**src/rtl/spike_volley_encoder_if.sv**
```systemverilog
// -----------------------------------------------------------------------------
// spike_volley_encoder_if
//   Bundles the input-vector handshake, the stop request from the
//   winner-take-all stage and the per-time-step volley outputs of
//   spike_volley_encoder.
//
//   Signals:
//     in_valid      producer -> encoder  input vector offered
//     in_ready      encoder  -> producer encoder can accept a vector
//     in_data       producer -> encoder  N lanes of VAL_W-bit intensities
//     stop          consumer -> encoder  winner found, terminate window
//     time_val      encoder  -> consumer current time step (TIME_W+1 bits)
//     spike_volley  encoder  -> consumer one bit per line for this time step
//     volley_valid  encoder  -> consumer time_val/spike_volley are in-window
//     done          encoder  -> consumer one-cycle end-of-window pulse
//
//   Modports: master = the producer/consumer environment, slave = encoder.
// -----------------------------------------------------------------------------
interface spike_volley_encoder_if #(
  parameter int N      = 16,
  parameter int VAL_W  = 3,
  parameter int TIME_W = 3
);
  logic                 in_valid;
  logic                 in_ready;
  logic [N*VAL_W-1:0]   in_data;
  logic                 stop;
  logic [TIME_W:0]      time_val;
  logic [N-1:0]         spike_volley;
  logic                 volley_valid;
  logic                 done;

  modport master (
    output in_valid, in_data, stop,
    input  in_ready, time_val, spike_volley, volley_valid, done
  );

  modport slave (
    input  in_valid, in_data, stop,
    output in_ready, time_val, spike_volley, volley_valid, done
  );
endinterface

```
**src/rtl/spike_volley_encoder.sv**
```systemverilog
// -----------------------------------------------------------------------------
// spike_volley_encoder
//   Time-to-first-spike encoder feeding the lateral-inhibition stage. One
//   vector of N intensities is accepted, then a counter sweeps one window of
//   TIME_PERIOD steps; lane i spikes in the single step equal to its latched
//   spike time. A stop from downstream ends the window early.
//
//   Ports:
//     clk   system clock, rising edge
//     rst   asynchronous, active-high reset
//     bus   spike_volley_encoder_if.slave (handshake, stop, volley outputs)
//
//   Build option:
//     SPIKE_INVERT_INTENSITY_EN  when defined, spike time = (2^VAL_W-1) - lane
//                                value so brighter inputs spike earlier;
//                                otherwise spike time = lane value.
//
//   All outputs are registered: the combinational output logic computes the
//   values for the state being entered, so the first volley (time_val = 0)
//   appears the cycle after the accepting edge.
// -----------------------------------------------------------------------------
module spike_volley_encoder #(
  parameter int N           = 16,
  parameter int VAL_W       = 3,
  parameter int TIME_PERIOD = 8,
  parameter int TIME_W      = 3
) (
  input  logic                  clk,
  input  logic                  rst,
  spike_volley_encoder_if.slave bus
);

  localparam int CNT_W = TIME_W + 1;
  // Compare width wide enough for both operands so neither side truncates.
  localparam int CMP_W = (VAL_W > CNT_W) ? VAL_W : CNT_W;
  localparam logic [CNT_W-1:0] LAST_CNT    = CNT_W'(TIME_PERIOD - 1);
  localparam logic [CNT_W-1:0] PERIOD_CODE = CNT_W'(TIME_PERIOD);

  typedef enum logic [1:0] {IDLE, RUN, DONE} state_t;

  state_t               state_q, state_d;
  logic [CNT_W-1:0]     cnt_q, cnt_d;
  logic [N*VAL_W-1:0]   t_q, t_d;

  logic                 in_ready_q, in_ready_d;
  logic [CNT_W-1:0]     time_val_q, time_val_d;
  logic [N-1:0]         spike_q, spike_d;
  logic                 volley_valid_q, volley_valid_d;
  logic                 done_q, done_d;

  // Per-lane (2^VAL_W-1) - x equals the bitwise complement of x, so the
  // whole packed vector can be inverted at once.
  function automatic logic [N*VAL_W-1:0] encode(input logic [N*VAL_W-1:0] raw);
`ifdef SPIKE_INVERT_INTENSITY_EN
    return ~raw;
`else
    return raw;
`endif
  endfunction

  // State register, counter, latched spike times and registered outputs.
  // NOTE: sequential state uses non-blocking assignments so every register
  // samples the pre-edge values regardless of statement order.
  always_ff @(posedge clk or posedge rst) begin
    if (rst) begin
      state_q        <= IDLE;
      cnt_q          <= '0;
      // NOTE: the spike-time bank is a small register set, not a RAM, and
      // its value is observable, so it is reset like any other state.
      t_q            <= '1;
      in_ready_q     <= 1'b1;
      time_val_q     <= PERIOD_CODE;
      spike_q        <= '0;
      volley_valid_q <= 1'b0;
      done_q         <= 1'b0;
    end else begin
      state_q        <= state_d;
      cnt_q          <= cnt_d;
      t_q            <= t_d;
      in_ready_q     <= in_ready_d;
      time_val_q     <= time_val_d;
      spike_q        <= spike_d;
      volley_valid_q <= volley_valid_d;
      done_q         <= done_d;
    end
  end

  // Next-state logic. in_ready is high exactly in IDLE, so an accept is
  // in_valid seen while in IDLE; stop and in_valid are ignored elsewhere.
  always_comb begin
    // NOTE: every combinationally assigned signal gets a default first so no
    // path leaves it unassigned and no latch is inferred.
    state_d = state_q;
    cnt_d   = cnt_q;
    t_d     = t_q;
    unique case (state_q)
      IDLE: begin
        if (bus.in_valid) begin
          state_d = RUN;
          cnt_d   = '0;
          t_d     = encode(bus.in_data);
        end
      end
      RUN: begin
        if (bus.stop || (cnt_q == LAST_CNT)) begin
          state_d = DONE;
        end else begin
          cnt_d = cnt_q + CNT_W'(1);
        end
      end
      DONE:    state_d = IDLE;
      default: state_d = IDLE;
    endcase
  end

  // Output logic: values presented while in the state being entered.
  always_comb begin
    in_ready_d     = (state_d == IDLE);
    volley_valid_d = (state_d == RUN);
    done_d         = (state_d == DONE);
    time_val_d     = (state_d == RUN) ? cnt_d : PERIOD_CODE;
    spike_d        = '0;
    if (state_d == RUN) begin
      // Zero-extended compare: a time code >= TIME_PERIOD is never reached
      // by the counter, so that lane stays silent for the whole window.
      for (int i = 0; i < N; i++) begin
        spike_d[i] = (CMP_W'(t_d[i*VAL_W +: VAL_W]) == CMP_W'(cnt_d));
      end
    end
  end

  assign bus.in_ready     = in_ready_q;
  assign bus.time_val     = time_val_q;
  assign bus.spike_volley = spike_q;
  assign bus.volley_valid = volley_valid_q;
  assign bus.done         = done_q;

endmodule

```
**src/flat_wrapper.sv**
```systemverilog
// flat-port wrapper written by rule: the top's interface ports become plain ports
module spike_volley_encoder_flat 
#(
  parameter int N           = 16,
  parameter int VAL_W       = 3,
  parameter int TIME_PERIOD = 8,
  parameter int TIME_W      = 3
)
  (clk, rst, bus_in_valid, bus_in_data, bus_stop, bus_in_ready, bus_time_val, bus_spike_volley, bus_volley_valid, bus_done);
  spike_volley_encoder_if #(.N(N), .VAL_W(VAL_W), .TIME_W(TIME_W)) bus_i ();
  input  logic clk;
  input  logic rst;
  input wire logic [$bits(bus_i.in_valid)-1:0] bus_in_valid;
  input wire logic [$bits(bus_i.in_data)-1:0] bus_in_data;
  input wire logic [$bits(bus_i.stop)-1:0] bus_stop;
  output wire logic [$bits(bus_i.in_ready)-1:0] bus_in_ready;
  output wire logic [$bits(bus_i.time_val)-1:0] bus_time_val;
  output wire logic [$bits(bus_i.spike_volley)-1:0] bus_spike_volley;
  output wire logic [$bits(bus_i.volley_valid)-1:0] bus_volley_valid;
  output wire logic [$bits(bus_i.done)-1:0] bus_done;
  assign bus_i.in_valid = bus_in_valid;
  assign bus_i.in_data = bus_in_data;
  assign bus_i.stop = bus_stop;
  assign bus_in_ready = bus_i.in_ready;
  assign bus_time_val = bus_i.time_val;
  assign bus_spike_volley = bus_i.spike_volley;
  assign bus_volley_valid = bus_i.volley_valid;
  assign bus_done = bus_i.done;
  spike_volley_encoder #(.N(N), .VAL_W(VAL_W), .TIME_PERIOD(TIME_PERIOD), .TIME_W(TIME_W)) u_core (.clk(clk), .rst(rst), .bus(bus_i));
endmodule
```
**config.mk**
```make
export PLATFORM = sky130hd
export DESIGN_NAME = spike_volley_encoder_flat
export DESIGN_NICKNAME = d
export VERILOG_FILES = /design/src/rtl/spike_volley_encoder_if.sv /design/src/rtl/spike_volley_encoder.sv /design/src/flat_wrapper.sv
export SDC_FILE = /design/constraint.sdc
export NUM_CORES = 1
export LEC_CHECK = 0
export CORE_MARGIN = 5
export CORE_UTILIZATION = 47
export DETAILED_ROUTE_END_ITERATION = 8
export PLACE_DENSITY = 0.87
export RECOVER_POWER = 50
export SETUP_SLACK_MARGIN = 0.15
export SLEW_MARGIN = 0
export SYNTH_ARGS = -nofsm -noshare
export SYNTH_HDL_FRONTEND = slang
export SYNTH_SLANG_ARGS = --single-unit
export TNS_END_PERCENT = 30
```
**constraint.sdc**
```tcl
create_clock -name clk -period 2.23 [get_ports clk]
set_input_delay 0.446 -clock clk [delete_from_list [all_inputs] [get_ports clk]]
set_output_delay 0.446 -clock clk [all_outputs]
set_load 0.05 [all_outputs]
```
==> results.yml, run 1 <==
worst_setup_path:
  cp.required_ns: 2.48
  worstPathArrival_ns: 2.53
  reg2reg_from: "u_core.cnt_q[0]$_DFF_PP0_"
  endpoint_kind: "register"
  reg2reg_depth: 8
  r2r-end: "u_core.bus.spike_volley[14]$_DFF_PP0_"
  critPathMaxFanout: 6
  criticalPathCategory: "register to register"
  critPathLaunchType: "register"
  regToRegSetupSlack_ns: -0.05
sta:
  rsz0062_at_grt: "true"
  fin_crit_ns: 2.28
  hold_violations: 0
  worstMarginPinSlew_ns: 1.00
  timing.slew.headroom_pct: 33.1
  period_share_pct: 102
  clock-skew-final_ns: 0.00899
  max_freq_ghz: 0.440
  worst_slack_ns: -0.0453
  final_max_slew_viol_count: 0
  setup_violations: 1
synth:
  avgSynthCellArea_um2: 9.98
  synth.area.top_cells: "dfstp_2 34%, dfrtp_1 17%, nand2_1 14%, xnor2_1 9.3%, nor4b_4 5.5%"
  yosys_warnings: 0
  synth_fp_nets: 441
  synth_top_area_cell: "dfstp_2"
  syn-instance-count: 388
  ys.flop_type: "dfstp_2"
  ys_ff_latch: 77
  syn_area_um2: 3870
  synth_largest_type_area_fraction_pct: 33.9
  ys_types: 43
  synth-edff-count: 0
  asyncSetResetFlopFracSynth_pct: 100
  ys_seq_area_share_pct: 51.4
detailed_routing:
  wl_um: 11500
  drt_iter0_markers: 308
  via_count: 3317
  drtPass1Iterations: 5
  vias_per_cell: 5.36
  wl_per_cell_um: 18.5
  drc: 0
  final_antenna_net_count: 0
pwr:
  clkPwrFrac_pct: 13.1
  swShare_pct: 40.1
  switchingPower_mw: 3.29
  p_int_mw: 4.90
  vdd_ir_drop_max_mv: 0.601
  cellPowerDensity_nw_per_um2: 1460
  share_comb_of_total_power_pct: 57.0
  seq_power_share_pct: 29.9
  finalPower_mw: 8.19
  leakage_nw: 2.48
floorplan:
  die-area_um2: 10200
  die_h_um: 101
  die_w_um: 101
  coreArea_um2: 8130
  rows: 33
  start_util_pct: 47.6
  io_pins: 75
grt:
  grt-ovfl-total: 0
  grt_pass1_vias: 3466
  grtUsageTotal_pct: 22.1
  antenna_found_initial: 0
  grt_start_max_net_pins: 78
  grt_pass1_wl_um: 17200
hold_path:
  holdPathEnd: "u_core.bus.in_ready$_DFF_PP1_"
  hold_depth: 2
  worstHoldPathType: "input pin to register"
  hp-start: "bus_in_valid"
clocking:
  path_clk_slew_ns: 0.08
  h-tree-depth: 3
  cts.sinks: 77
  clock_latency_ns: 0.36
  cts_root_buffer: "clkbuf_8"
  postCtsHoldBufs: 0
  cts_tree: "done"
  cts_buffers: 9
  ctsLongestPathBuffers: 2
finish:
  mostFrequentLayoutCells: "141 x nand2_1, 72 x clkdlybuf4s50_1, 50 x dfstp_2"
  nets: 562
  layout_commonest_cell: "nand2_1"
  drive_gt1_share_pct: 32.5
  diodes: 0
  final_cells: 619
  num-fill-cells: 521
  multiInputGateArea_um2: 1960
  area_growth_pct: 44.4
  regArea_um2: 1990
place:
  io_buffers: 74
  dp.cells: 592
  hpwl_um: 7170
  gp_congestion: 0.899
flow_run:
  drv_cap: 0
run_status:
  outcome: "complete, but fails checks"
  violations: "negative setup slack"
Yosys cell counts, types with 2 or more instances:
cell type and count:
or2_2 4, nor3_1 5, nand3_1 6, nor4bb_1 3, buf_2 4, nor4b_1 2, dfrtp_1 27, nand2_1 141
xnor2_1 41, o21ai_0 6, o22ai_1 5, xor2_1 9, buf_1 6, buf_6 2, nor2_1 14, dfstp_2 50
inv_1 4, mux2_2 4, nor4b_4 9, mux2i_1 2, clkbuf_1 8, a21oi_1 15
sequential cells by signal, indices dropped and copies added, names as in the netlist:
register / flops
u_core.bus.done: 1
u_core.bus.in_ready: 1
u_core.bus.spike_volley: 16
u_core.bus.time_val: 4
u_core.bus.volley_valid: 1
u_core.cnt_q: 4
u_core.state_q: 2
u_core.t_q: 48
metrics by stage:
| stage | setup slack, ns | hold WS (ns) | utilization [%] | TNS [ns] | instance area, um^2 |
|---|---|---|---|---|---|
| detailed placement | -0.316 | 0.456 | 62.1 | -4.25 | 5050 |
| CTS | 0.0543 | 0.468 | 67.2 | 0 | 5460 |
| global route | -0.0800 | 0.347 | 68.7 | -0.229 | 5590 |
| floorplan | -0.0140 | 0.446 | - | -0.109 | 3870 |
| global placement | -0.220 | 0.453 | 62.1 | -3.14 | 5050 |
| finish | -0.0453 | 0.362 | 68.7 | -0.0453 | 5590 |
what timing repair did:
| item | in CTS | in global routing |
|---|---|---|
| endpoints found under the setup margin | 19 | 18 |
| resized for setup | 20 | 20 |
| gates cloned | 2 | 0 |
| endpoints found under the hold margin | 0 | 0 |
| buffers inserted | 5 | 4 |
| pin swaps | 8 | 10 |
worst max-delay path by stage:
| stage | start | to | slack [ns] | cells past startpoint |
|---|---|---|---|---|
| 4_1_cts | u_core.cnt_q[0]$_DFF_PP0_ | u_core.bus.spike_volley[1]$_DFF_PP0_ | 0.05 | 9 |
| 6_report | u_core.cnt_q[0]$_DFF_PP0_ | u_core.bus.spike_volley[14]$_DFF_PP0_ | -0.05 | 8 |
| 3_3_place_gp | bus_in_valid | u_core.bus.spike_volley[13]$_DFF_PP0_ | -0.22 | 7 |
| 3_5_place_dp | bus_in_valid | u_core.bus.spike_volley[5]$_DFF_PP0_ | -0.32 | 7 |
| 2_1_floorplan | u_core.cnt_q[0]$_DFF_PP0_ | u_core.bus.spike_volley[1]$_DFF_PP0_ | -0.01 | 8 |
| 5_1_grt | u_core.cnt_q[0]$_DFF_PP0_ | u_core.bus.spike_volley[14]$_DFF_PP0_ | -0.08 | 8 |
power by group through the flow:
stage                     Clock [mW]  Sequential, mW  Combinational (mW)
after floorplan                    0            2.88                2.23
after global placement             0            2.42                3.77
after detailed placement           0            2.44                3.91
after CTS                       1.07            2.42                4.31
after global routing            1.14            2.50                4.95
final                           1.07            2.45                4.67
routing by layer:
layer  up-vias  share of wire, %  track usage, %
li1       1498                 -               -
met1      1640                39            26.5
met2       149                51            36.8
met3        30               6.6            5.26
met4         0               3.2            11.3
met5         -                 0               0
logic make-up after synthesis:
family	Yosys count	share of synthesized area (%)
compound gates	34	5.66
xor+xnor	50	11.3
fa+ha+maj	1	0.323
buf+inv	27	3.52
flops	77	51.4
mux	7	2.04
simple gates	192	25.8
critical path, stage by stage, from the launching register on:
cell and delay, ns:
dfrtp_1 0.40, ha_2 0.18, and3b_1 0.19, or3_4 0.43, buf_4 0.16, a21oi_4 0.13
o21ai_4 0.13, clkbuf_16 0.20, nor4b_4 0.33
layout make-up:
type                            count  share of cell area [%]
Timing Repair Buffer              132                    23.2
Multi-Input combinational cell    284                    35.0
Inverter                            5                   0.403
Sequential cell                    77                    35.6
Clock buffer                       12                    2.60
Clock inverter                      4                   0.850
Tap cell                          105                    2.35
Note: power is estimated with default switching activity, not from simulation.
==> inputs of run 2 (changes only) <==
ABC_CLOCK_PERIOD_IN_PS = 2230   (was unset)
==> results of run 2 <==
Same layout as run 1: the final DEF is identical, and so are final timing and power.
==> inputs of run 3 (changes only) <==
ABC_CLOCK_PERIOD_IN_PS = 2100   (was 2230)
CORE_UTILIZATION = 54   (was 47)
CTS_BUF_LIST = sky130_fd_sc_hd__clkbuf_2 sky130_fd_sc_hd__clkbuf_4 sky130_fd_sc_hd__clkbuf_8   (was unset)
PLACE_DENSITY = 0.94   (was 0.87)
clock period = 2.1 ns   (was 2.23 ns; I/O delays follow)
==> results.yml, run 3 (same netlist as run 1, synthesis figures left out) <==
sta:
  final_max_slew_viol_count: 0
  fin_crit_ns: 2.27
  worstMarginPinSlew_ns: 0.661
  timing.slew.headroom_pct: 55.9
  max_freq_ghz: 0.440
  clock-skew-final_ns: 0.0203
  period_share_pct: 108
  rsz0062_at_grt: "true"
  setup_violations: 15
  hold_ws_ns: 0.368
  hold_violations: 0
  worst_slack_ns: -0.171
  setup_tns_ns: -1.32
worst_setup_path:
  critPathLaunchType: "register"
  crit_family: "simple AND/OR/NAND/NOR gates"
  cp.required_ns: 2.33
  cp_slowest_cell: "dfrtp_1"
  reg2reg_depth: 8
  critPathMostFrequentCell: "buf_4"
  criticalPathCategory: "register to register"
  endpoint_kind: "register"
  critPathMaxFanout: 11
  path_depth: 8
  worstPathArrival_ns: 2.50
  slowest_delay_ns: 0.40
  crit_chain: "ha_2 > and3b_2 > buf_4 > nor3_2 > buf_4 > o22ai_1 > a21oi_1 > nor4bb_4"
  cp_num_buf_inv: 2
floorplan:
  start_util_pct: 56.4
  coreArea_um2: 6870
  io_pins: 75
  die_h_um: 94.7
  die_w_um: 94.7
  die-area_um2: 8960
  rows: 30
clocking:
  cts_root_buffer: "clkbuf_8"
  path_clk_slew_ns: 0.10
  h-tree-depth: 3
  cts.sinks: 77
  clock_latency_ns: 0.37
  cts_tree: "done"
  cts_buffers: 9
  ctsLongestPathBuffers: 2
hold_path:
  worstHoldPathType: "input pin to register"
  hold_depth: 2
grt:
  grt_pass1_vias: 3880
  grt-ovfl-total: 0
  grt_pass1_wl_um: 20900
  grt_start_max_net_pins: 47
  grtUsageTotal_pct: 31.3
  antenna_found_initial: 0
detailed_routing:
  via_count: 3706
  drt_iter0_markers: 595
  vias_per_cell: 6.06
  drtPass1Iterations: 7
  wl_per_cell_um: 23.1
  drc: 0
  wl_um: 14100
  final_antenna_net_count: 0
finish:
  area_growth_pct: 45.9
  diodes: 0
  mostFrequentLayoutCells: "141 x nand2_1, 57 x clkdlybuf4s50_1, 50 x dfstp_2"
  final_cells: 612
  nets: 564
  largest-register: "u_core.t_q"
  postLayoutCoreUtil_pct: 82.2
  layout_commonest_cell: "nand2_1"
  largest_reg_flops: 48
  drive_gt1_share_pct: 33.5
place:
  gp_congestion: 0.882
  io_buffers: 74
  hpwl_um: 7510
  dp.cells: 583
run_status:
  violations: "negative setup slack"
  outcome: "complete, but fails checks"
pwr:
  leakage_nw: 2.68
  cellPowerDensity_nw_per_um2: 1610
  vdd_ir_drop_max_mv: 1.19
flow_run:
  drv_cap: 0
run 3: power breakdown:
part	total (mW)	internal, mW	switching [mW]	leakage (nW)
combinational	5.15	2.31	2.84	1.67
sequential	2.65	2.33	0.319	0.888
clock	1.30	0.710	0.595	0.116
run 3: final timing paths:
check | from | slack [ns] | endpoint
worst min-delay path | bus_in_valid | 0.37 | u_core.bus.in_ready$_DFF_PP1_
worst min register to register | u_core.t_q[17]$_DFF_PP1_ | 0.47 | u_core.t_q[17]$_DFF_PP1_
worst max register to register | u_core.cnt_q[0]$_DFF_PP0_ | -0.17 | u_core.bus.spike_volley[6]$_DFF_PP0_
max in group asynchronous | rst | 0.54 | u_core.bus.spike_volley[13]$_DFF_PP0_
min in group asynchronous | rst | 0.50 | u_core.bus.spike_volley[2]$_DFF_PP0_
worst max-delay path | u_core.cnt_q[0]$_DFF_PP0_ | -0.17 | u_core.bus.spike_volley[6]$_DFF_PP0_
run 3: per-layer routing:
metal  up-vias  track usage, %  share of wire (%)  wire length, um
met5         -               0                  0                0
met4         0            19.0                6.8              964
met3        95            7.01                9.8             1390
met2       283            51.5                 48             6750
met1      1824            37.4                 36             5020
li1       1504               -                  -                -
run 3: cell type report:
type / instances / area (um^2)
repair buffers: 134 / 1370
clock inverters: 5 / 75.1
clock buffers: 11 / 145
well taps: 96 / 120
fillers: 337 / 1220
inverters: 5 / 20.0
multi-input cells: 284 / 1930
flip-flops and latches: 77 / 1990
run 3: stage by stage:
stage / instance area (um^2) / worst slack [ns] / power (mW)
2_1_floorplan: 3870 / -0.144 / 5.43
3_3_place_gp: 5100 / -0.289 / 6.56
3_5_place_dp: 5100 / -0.396 / 6.79
6_report: 5650 / -0.171 / 9.11
5_1_grt: 5650 / -0.211 / 9.43
4_1_cts: 5500 / -0.114 / 8.51
run 3: repair_timing:
item                       CTS  global route
setup buffers                5             7
hold buffers                 0             0
pin swaps                   12             9
gates resized for setup     26            27
gates cloned                 1             0
setup endpoints to repair   24            28
